## src/rtl/rv32_load_store_unit_if.sv

```systemverilog
`default_nettype none
// ============================================================================
// Module : rv32_lsu_req_if / rv32_lsu_mem_if
// Brief  : Execute-side request bundle and word-wide memory-port bundle.
// Rev    : 1.0
// ============================================================================

interface rv32_lsu_req_if;
    logic        lsu_valid;
    logic        lsu_we;
    logic [2:0]  lsu_funct3;
    logic [31:0] lsu_addr;
    logic [31:0] lsu_wdata;
    logic        lsu_busy;
    logic        lsu_done;
    logic        lsu_fault;
    logic [31:0] lsu_rdata;

    modport master (
        output lsu_valid, lsu_we, lsu_funct3, lsu_addr, lsu_wdata,
        input  lsu_busy, lsu_done, lsu_fault, lsu_rdata
    );
    modport slave (
        input  lsu_valid, lsu_we, lsu_funct3, lsu_addr, lsu_wdata,
        output lsu_busy, lsu_done, lsu_fault, lsu_rdata
    );
endinterface

interface rv32_lsu_mem_if #(
    parameter int ADDR_W = 28,
    parameter int DATA_W = 32
);
    logic [ADDR_W-1:0] mem_addr;
    logic              mem_read_req;
    logic              mem_write_req;
    logic [DATA_W-1:0] mem_wdata;
    logic              mem_wait;
    logic              mem_rdata_valid;
    logic [DATA_W-1:0] mem_rdata;

    modport master (
        output mem_addr, mem_read_req, mem_write_req, mem_wdata,
        input  mem_wait, mem_rdata_valid, mem_rdata
    );
    modport slave (
        input  mem_addr, mem_read_req, mem_write_req, mem_wdata,
        output mem_wait, mem_rdata_valid, mem_rdata
    );
endinterface

`default_nettype wire

```

## src/rtl/rv32_load_store_unit.sv

```systemverilog
`default_nettype none
// ============================================================================
// Module : rv32_load_store_unit
// Brief  : RV32I load/store unit with sub-word read-modify-write over a
//          word-only memory port; faults misaligned/illegal accesses.
// Rev    : 1.0
// ============================================================================

module rv32_load_store_unit #(
    parameter int ADDR_W = 28,
    parameter int DATA_W = 32
) (
    input  logic             iCLK,
    input  logic             iRST_n,
    rv32_lsu_req_if.slave    lsu,
    rv32_lsu_mem_if.master   mem
);

    typedef enum logic [2:0] {
        ST_IDLE    = 3'd0,
        ST_RD_REQ  = 3'd1,
        ST_RD_WAIT = 3'd2,
        ST_WR_REQ  = 3'd3,
        ST_DONE    = 3'd4
    } state_t;

    state_t            r_state;
    state_t            w_next;

    logic              r_we;
    logic [2:0]        r_funct3;
    logic [31:0]       r_addr;
    logic [31:0]       r_wdata;
    logic              r_fault;
    logic [DATA_W-1:0] r_mem_wdata;
    logic [31:0]       r_rdata;

    logic              w_illegal;
    logic              w_misaligned;
    logic              w_fault;
    logic [DATA_W-1:0] w_shift;
    logic [31:0]       w_load;
    logic [DATA_W-1:0] w_merged;

    // Only halfword and word sizes carry alignment constraints.
    always_comb begin
        w_illegal    = 1'b0;
        w_misaligned = 1'b0;
        if (lsu.lsu_we) begin
            w_illegal = (lsu.lsu_funct3 >= 3'd3);
        end else begin
            w_illegal = (lsu.lsu_funct3 == 3'd3) || (lsu.lsu_funct3 == 3'd6) ||
                        (lsu.lsu_funct3 == 3'd7);
        end
        if ((lsu.lsu_funct3[1:0] == 2'd1) && lsu.lsu_addr[0]) begin
            w_misaligned = 1'b1;
        end
        if ((lsu.lsu_funct3[1:0] == 2'd2) && (lsu.lsu_addr[1:0] != 2'b00)) begin
            w_misaligned = 1'b1;
        end
        w_fault = w_illegal || w_misaligned;
    end

    always_ff @(posedge iCLK or negedge iRST_n) begin
        if (!iRST_n) begin
            r_state <= ST_IDLE;
        end else begin
            r_state <= w_next;
        end
    end

    always_comb begin
        w_next = r_state;
        case (r_state)
            ST_IDLE: begin
                if (lsu.lsu_valid) begin
                    if (w_fault) begin
                        w_next = ST_DONE;
                    end else if (lsu.lsu_we && (lsu.lsu_funct3 == 3'd2)) begin
                        w_next = ST_WR_REQ;
                    end else begin
                        w_next = ST_RD_REQ;
                    end
                end
            end
            ST_RD_REQ: begin
                if (!mem.mem_wait) begin
                    w_next = ST_RD_WAIT;
                end
            end
            ST_RD_WAIT: begin
                if (mem.mem_rdata_valid) begin
                    w_next = r_we ? ST_WR_REQ : ST_DONE;
                end
            end
            ST_WR_REQ: begin
                if (!mem.mem_wait) begin
                    w_next = ST_DONE;
                end
            end
            ST_DONE: begin
                w_next = ST_IDLE;
            end
            default: begin
                w_next = ST_IDLE;
            end
        endcase
    end

    // Halfword lanes are always even-aligned here, so a byte-granular shift covers both sizes.
    always_comb begin
        w_shift = mem.mem_rdata >> {r_addr[1:0], 3'b000};
        case (r_funct3)
            3'd0:    w_load = {{24{w_shift[7]}}, w_shift[7:0]};
            3'd1:    w_load = {{16{w_shift[15]}}, w_shift[15:0]};
            3'd4:    w_load = {24'd0, w_shift[7:0]};
            3'd5:    w_load = {16'd0, w_shift[15:0]};
            default: w_load = mem.mem_rdata[31:0];
        endcase
    end

    always_comb begin
        w_merged = mem.mem_rdata;
        if (r_funct3[1:0] == 2'd0) begin
            w_merged[{r_addr[1:0], 3'b000} +: 8] = r_wdata[7:0];
        end else begin
            w_merged[{r_addr[1], 4'b0000} +: 16] = r_wdata[15:0];
        end
    end

    always_ff @(posedge iCLK or negedge iRST_n) begin
        if (!iRST_n) begin
            r_we        <= 1'b0;
            r_funct3    <= 3'd0;
            r_addr      <= 32'd0;
            r_wdata     <= 32'd0;
            r_fault     <= 1'b0;
            r_mem_wdata <= '0;
            r_rdata     <= 32'd0;
        end else begin
            case (r_state)
                ST_IDLE: begin
                    if (lsu.lsu_valid) begin
                        r_we        <= lsu.lsu_we;
                        r_funct3    <= lsu.lsu_funct3;
                        r_addr      <= lsu.lsu_addr;
                        r_wdata     <= lsu.lsu_wdata;
                        r_fault     <= w_fault;
                        r_mem_wdata <= lsu.lsu_wdata;
                    end
                end
                ST_RD_WAIT: begin
                    if (mem.mem_rdata_valid) begin
                        if (r_we) begin
                            r_mem_wdata <= w_merged;
                        end else begin
                            r_rdata <= w_load;
                        end
                    end
                end
                default: begin
                end
            endcase
        end
    end

    // Address bits above the memory word range are captured but never leave the unit.
    generate
        if (ADDR_W < 30) begin : g_addr_hi_sink
            logic w_unused_addr_hi;
            assign w_unused_addr_hi = &{1'b0, r_addr[31:ADDR_W+2]};
        end
    endgenerate

    assign lsu.lsu_busy      = (r_state != ST_IDLE);
    assign lsu.lsu_done      = (r_state == ST_DONE);
    assign lsu.lsu_fault     = (r_state == ST_DONE) && r_fault;
    assign lsu.lsu_rdata     = r_rdata;

    assign mem.mem_addr      = r_addr[ADDR_W+1:2];
    assign mem.mem_read_req  = (r_state == ST_RD_REQ);
    assign mem.mem_write_req = (r_state == ST_WR_REQ);
    assign mem.mem_wdata     = r_mem_wdata;

endmodule

`default_nettype wire

```

## src/flat_wrapper.sv

```systemverilog
// flat-port wrapper written by rule: the top's interface ports become plain ports
module rv32_load_store_unit_flat 
#(
    parameter int ADDR_W = 28,
    parameter int DATA_W = 32
)
  (iCLK, iRST_n, lsu_lsu_valid, lsu_lsu_we, lsu_lsu_funct3, lsu_lsu_addr, lsu_lsu_wdata, lsu_lsu_busy, lsu_lsu_done, lsu_lsu_fault, lsu_lsu_rdata, mem_mem_addr, mem_mem_read_req, mem_mem_write_req, mem_mem_wdata, mem_mem_wait, mem_mem_rdata_valid, mem_mem_rdata);
  rv32_lsu_req_if lsu_i ();
  rv32_lsu_mem_if #(.ADDR_W(ADDR_W), .DATA_W(DATA_W)) mem_i ();
  input  logic iCLK;
  input  logic iRST_n;
  input wire logic [$bits(lsu_i.lsu_valid)-1:0] lsu_lsu_valid;
  input wire logic [$bits(lsu_i.lsu_we)-1:0] lsu_lsu_we;
  input wire logic [$bits(lsu_i.lsu_funct3)-1:0] lsu_lsu_funct3;
  input wire logic [$bits(lsu_i.lsu_addr)-1:0] lsu_lsu_addr;
  input wire logic [$bits(lsu_i.lsu_wdata)-1:0] lsu_lsu_wdata;
  output wire logic [$bits(lsu_i.lsu_busy)-1:0] lsu_lsu_busy;
  output wire logic [$bits(lsu_i.lsu_done)-1:0] lsu_lsu_done;
  output wire logic [$bits(lsu_i.lsu_fault)-1:0] lsu_lsu_fault;
  output wire logic [$bits(lsu_i.lsu_rdata)-1:0] lsu_lsu_rdata;
  output wire logic [$bits(mem_i.mem_addr)-1:0] mem_mem_addr;
  output wire logic [$bits(mem_i.mem_read_req)-1:0] mem_mem_read_req;
  output wire logic [$bits(mem_i.mem_write_req)-1:0] mem_mem_write_req;
  output wire logic [$bits(mem_i.mem_wdata)-1:0] mem_mem_wdata;
  input wire logic [$bits(mem_i.mem_wait)-1:0] mem_mem_wait;
  input wire logic [$bits(mem_i.mem_rdata_valid)-1:0] mem_mem_rdata_valid;
  input wire logic [$bits(mem_i.mem_rdata)-1:0] mem_mem_rdata;
  assign lsu_i.lsu_valid = lsu_lsu_valid;
  assign lsu_i.lsu_we = lsu_lsu_we;
  assign lsu_i.lsu_funct3 = lsu_lsu_funct3;
  assign lsu_i.lsu_addr = lsu_lsu_addr;
  assign lsu_i.lsu_wdata = lsu_lsu_wdata;
  assign lsu_lsu_busy = lsu_i.lsu_busy;
  assign lsu_lsu_done = lsu_i.lsu_done;
  assign lsu_lsu_fault = lsu_i.lsu_fault;
  assign lsu_lsu_rdata = lsu_i.lsu_rdata;
  assign mem_mem_addr = mem_i.mem_addr;
  assign mem_mem_read_req = mem_i.mem_read_req;
  assign mem_mem_write_req = mem_i.mem_write_req;
  assign mem_mem_wdata = mem_i.mem_wdata;
  assign mem_i.mem_wait = mem_mem_wait;
  assign mem_i.mem_rdata_valid = mem_mem_rdata_valid;
  assign mem_i.mem_rdata = mem_mem_rdata;
  rv32_load_store_unit #(.ADDR_W(ADDR_W), .DATA_W(DATA_W)) u_core (.iCLK(iCLK), .iRST_n(iRST_n), .lsu(lsu_i), .mem(mem_i));
endmodule
```

## config.mk

```make
export PLATFORM = sky130hd
export DESIGN_NAME = rv32_load_store_unit_flat
export DESIGN_NICKNAME = d
export VERILOG_FILES = /design/src/rtl/rv32_load_store_unit_if.sv /design/src/rtl/rv32_load_store_unit.sv /design/src/flat_wrapper.sv
export SDC_FILE = /design/constraint.sdc
export NUM_CORES = 1
export LEC_CHECK = 0
export CAP_MARGIN = 15
export CORE_ASPECT_RATIO = 0.9
export CORE_UTILIZATION = 51
export DETAILED_ROUTE_END_ITERATION = 8
export PLACE_DENSITY = 0.86
export SETUP_SLACK_MARGIN = 0.3
export SLEW_MARGIN = 20
export SYNTH_ARGS = -nofsm -noshare
export SYNTH_HDL_FRONTEND = slang
export SYNTH_SLANG_ARGS = --single-unit
```

## constraint.sdc

```tcl
create_clock -name iCLK -period 6.1 [get_ports iCLK]
set_input_delay 1.22 -clock iCLK [delete_from_list [all_inputs] [get_ports iCLK]]
set_output_delay 1.22 -clock iCLK [all_outputs]
set_load 0.03 [all_outputs]
```

Yosys cells after proc, flatten, opt, wreduce, memory -nomap -nowiden

Cells that the tools add are included.

Add/subtract/negate cells: 2
Magnitude comparators: 1
Equal/unequal tests: 18
Shifts and indexed selects: 5
Muxes and demuxes: 19
Bitwise logic cells: 1
Reduce and logical (&&, ||, !) cells: 17

Operators with widths:

| cell                                                                     | number |
|---|---|
| 32-bit 2-to-1 mux                                                        | 4 |
| 32-bit one-hot mux with 4 select lines                                   | 1 |
| 32-bit bitwise mux                                                       | 2 |
| 32-bit one-hot mux with 2 select lines                                   | 1 |
| 16-bit by 7-bit variable shift with 32-bit output (first input constant) | 1 |
| 8-bit by 7-bit variable shift with 32-bit output (first input constant)  | 1 |
| 16-bit by 7-bit variable part select with 32-bit output                  | 1 |
| 8-bit by 7-bit variable part select with 32-bit output                   | 1 |
| 32-bit by 5-bit >> shifter with 16-bit output                            | 1 |
| 3-bit 2-to-1 mux                                                         | 6 |
| 3-bit == test (second input constant)                                    | 5 |
| 5-bit negation with 7-bit output                                         | 2 |
| 3-bit by 2-bit == test with 1-bit output (second input constant)         | 4 |
| 3-bit one-hot mux with 4 select lines                                    | 1 |
| 2-bit != test (second input constant)                                    | 4 |
| 4-bit AND reduction                                                      | 2 |
| 3-bit by 1-bit == test with 1-bit output (second input constant)         | 2 |
| 3-bit zero test                                                          | 2 |
| 1-bit logical AND                                                        | 4 |
| 2-bit nonzero test                                                       | 2 |
| 3-bit by 2-bit >= comparator with 1-bit output (second input constant)   | 1 |
| 1-bit logical OR                                                         | 3 |
| 1-bit 2-to-1 mux                                                         | 3 |
| 3-bit AND reduction                                                      | 1 |
| 8 further kinds                                                          | 8 |

Register bits after elaboration: 118
Input port bits: 105
Output and inout port bits: 97
Logic and storage cells: 71

Logic depth before layout (Yosys ltp)

Depth after elaboration: 8
Mapped depth: 9
Mapped depth without buffers: 6

Least setup slack after synthesis

OpenSTA, ideal clock, no wires.

Path type: register -> output
From: reg u_core.r_state[0]
To: out lsu_lsu_fault
Arrival time: 1.779 ns
Data required time: 4.880 ns
Slack: 3.101 ns
Stages on the path, launching flop included: 4
Buffers on the path: 1
Path through: dfrtp_1 clkbuf_1 nor3b_1 and2_1

Word-level cells in the longest chain between the ends: 2

RTL lines:

| element                | RTL line                    | text |
|---|---|---|
| start, declared        | rv32_load_store_unit.sv:27  | `state_t r_state;` |
| start signal, assigned | rv32_load_store_unit.sv:68  | `r_state <= w_next;` |
| 3-bit == test          | --                          |  |
| via lsu_lsu_done       | flat_wrapper.sv:18          | `output wire logic [$bits(lsu_i.lsu_done)-1:0] lsu_lsu_done;` |
| 1-bit logical AND      | rv32_load_store_unit.sv:177 | `assign lsu.lsu_fault = (r_state == ST_DONE) && r_fault;` |
| end, declared          | flat_wrapper.sv:19          | `output wire logic [$bits(lsu_i.lsu_fault)-1:0] lsu_lsu_fault;` |

The timed path passes the listed nets, and every way through them passes these cells.

Worst setup path in the final report

From: reg u_core.r_state[0]
To: out lsu_lsu_fault

Word-level cells in the longest chain between the ends: 2

RTL lines:

| element           | RTL line |
|---|---|
| 3-bit == test     | rv32_load_store_unit.sv:177 |
| 1-bit logical AND | rv32_load_store_unit.sv:177 |

No other way between the ends.

==> impl_metrics.ini <==
[status]
outcome = finished, final reports clean

[grt]
grtUsageTotal = 0.315
gr-total-overflow = 0
grt_max_degree = 72
grt_first_pass_wirelength_um = 31500
antenna_found_initial = 1
grt_pass1_vias = 5956

[worst_setup_path]
cp.arrival_ns = 2.08
crit_type = reg -> out
cp_max_fo = 15
required_ns = 4.88
cp-start-kind = register
end_kind = primary output
timing.reg2reg.setup_slack_ns = 2.80
r2r-end = u_core.mem.mem_wdata[18]
reg2regPathDepth = 7
r2r-start = u_core.r_addr[0]
cp-startpoint = u_core.r_state[0]

[yosys]
ys_ff_latch = 118
synthFlopType = dfrtp_1
synth-edff-count = 0
synth_nets = 858
synth_area_um2 = 6540
synth-warning-count = 0
yosysSeqAreaShare = 0.452
ys_types = 45
synth.avg_cell_area_um2 = 8.74
syn_inst = 748
async_reset_ff_frac = 1.00

[sta]
setup_tns_ns = 0
fin_worst_skew_ns = 0.0118
rsz0062_at_grt = false
fin_crit_ns = 3.30
maxSlewViolCount = 0
hold_violations = 0
holdWs_ns = 0.477
finalSetupViolCount = 0
fmax_mhz = 303
layout_worst_path_cycle_share = 0.541
relSlewSlack = 0.353
tightest_slew_ns = 0.970
setup_slack_ns = 2.80

[min_path]
holdPathEnd = u_core.lsu.lsu_rdata[3]
worstHoldPathType = reg -> reg
hold_depth = 2
worstHoldStart = u_core.lsu.lsu_rdata[3]

[floorplan]
rows = 38
io_pins = 202
dieArea_um2 = 13300
initial_core_util = 0.533
coreArea_um2 = 12300
die_w_um = 121
die_h_um = 109

[power_and_ir_drop]
peakVddDrop_uv = 318
p_leak_uw = 0.00389
p_clk_frac = 0.197
power_density_nw_per_um2 = 608
finalPower_uw = 5470
p_sw_frac = 0.440
p_int_uw = 3060
power_switching_uw = 2410
seqPwrFrac = 0.280
combPwrFrac = 0.523

[finish]
mostFrequentLayoutCells = 198 x clkdlybuf4s50_1, 188 x nand2_1, 117 x dfrtp_1, 79 x a21oi_1, 58 x nor2_1
n_antenna_cell = 0
post_route_cells_drive_above_1_share = 0.0621
layout_commonest_cell = clkdlybuf4s50_1
register_area_um2 = 2950
final_nets = 999
multi_input_area_um2 = 3080
syn2layout_area_growth_pct = 37.5
final_util = 0.733
nFillCells = 891

[clock_network]
cts_tree = done
cts-hold-fix-buffers = 0
cts_resized = 0
cts_buffer_depth = 2
cts_root_buf = clkbuf_16
postCtsSetupBuffers = 0
cts_sinks = 118
htreeDepth = 4
cts.clk_slew.worst_paths_ns = 0.05
numCtsBuffers = 17
clk_latency_ns = 0.42

[route]
vias_per_cell = 5.90
firstDrtPassIters = 6
wire_per_inst_um = 19.1
ant_nets = 0
num_vias = 6270
drt_iter0_markers = 785
routed_wl_um = 20300
drc = 0

[run]
drv_cap = 0

[place]
dp_worst_setup_slack_ns = 2.53
hpwl_um = 14200
portBuffers = 199
routabilityCongestion = 0.897
==> sequential cells by signal (all words and copies together), names as in the netlist <==
signal                cells
u_core.lsu.lsu_rdata     32
u_core.mem.mem_wdata     32
u_core.r_addr            30
u_core.r_wdata           16
u_core.r_funct3           3
u_core.r_state            3
u_core.r_fault            1
u_core.r_we               1
==> per-stage QoR <==
step	instance area, um^2	cells
after CTS	8980	1062
after global placement	8340	1030
after detailed placement	8340	1030
final	8990	1062
after floorplan	6540	748
after global routing	8990	1062
==> cell usage after synthesis (9+ instances only) <==
library cell	count	area share
nor2_1	58	0.033
o21ai_0	14	0.011
buf_2	24	0.018
a221o_1	34	0.052
inv_1	11	0.0063
nor2b_1	13	0.012
nand2b_1	9	0.0086
buf_4	28	0.032
clkbuf_1	27	0.015
nand2_1	188	0.11
a22oi_1	33	0.038
dfrtp_1	118	0.45
a21oi_1	79	0.060
mux2i_1	31	0.047
==> critical path, stage by stage, from the launching register on <==
cell and delay [ns]:
dfrtp_1 0.52, nor3b_1 0.30, and2_1 0.17, clkdlybuf4s50_1 0.66
==> per-layer routing <==
layer / vias to the layer above / part of all wire / GRT usage / routed length [um]
met3: 55 / 0.10 / 0.0788 / 2090
met2: 365 / 0.46 / 0.482 / 9280
met5: - / 0.00020 / 0 / 4
met4: 2 / 0.034 / 0.144 / 700
li1: 2877 / - / - / -
met1: 2971 / 0.41 / 0.422 / 8240
==> final cells by class <==
class / instances / area share
multi-input cells: 531 / 0.343
flip-flops and latches: 118 / 0.329
repair buffers: 209 / 0.230
clock inverters: 8 / 0.0159
well taps: 160 / 0.0223
clock buffers: 24 / 0.0558
inverters: 12 / 0.00501
==> cells by family (layout without fill, tap and decap cells) <==
group | after synthesis | in the layout | share of synthesized area
and+or+nand+nor | 288 | 288 | 0.186
adders and majority gates | 5 | 5 | 0.00957
DFF | 118 | 118 | 0.452
buffers and inverters | 99 | 253 | 0.0809
AOI/OAI and AO/OA | 201 | 201 | 0.213
muxes | 37 | 37 | 0.0595
==> power groups by stage <==
| stage | registers [uW] | clock network, uW | logic (uW) |
|---|---|---|---|
| 2_1_floorplan | 1820 | 0 | 1600 |
| 3_3_place_gp | 1490 | 0 | 2770 |
| 3_5_place_dp | 1530 | 0 | 2830 |
| 4_1_cts | 1520 | 1090 | 2850 |
| 5_1_grt | 1570 | 1130 | 3070 |
| 6_report | 1530 | 1080 | 2860 |
==> worst max path at each step <==
stage,to,depth (start not counted),slack (ns)
2_1_floorplan,lsu_lsu_fault,3,3.10
4_1_cts,lsu_lsu_fault,3,2.77
3_5_place_dp,u_core.lsu.lsu_rdata[8],5,2.53
3_3_place_gp,u_core.r_fault,6,2.64
6_report,lsu_lsu_fault,3,2.80
5_1_grt,u_core.mem.mem_wdata[23],7,2.59
(Power assumes the default switching activity.)
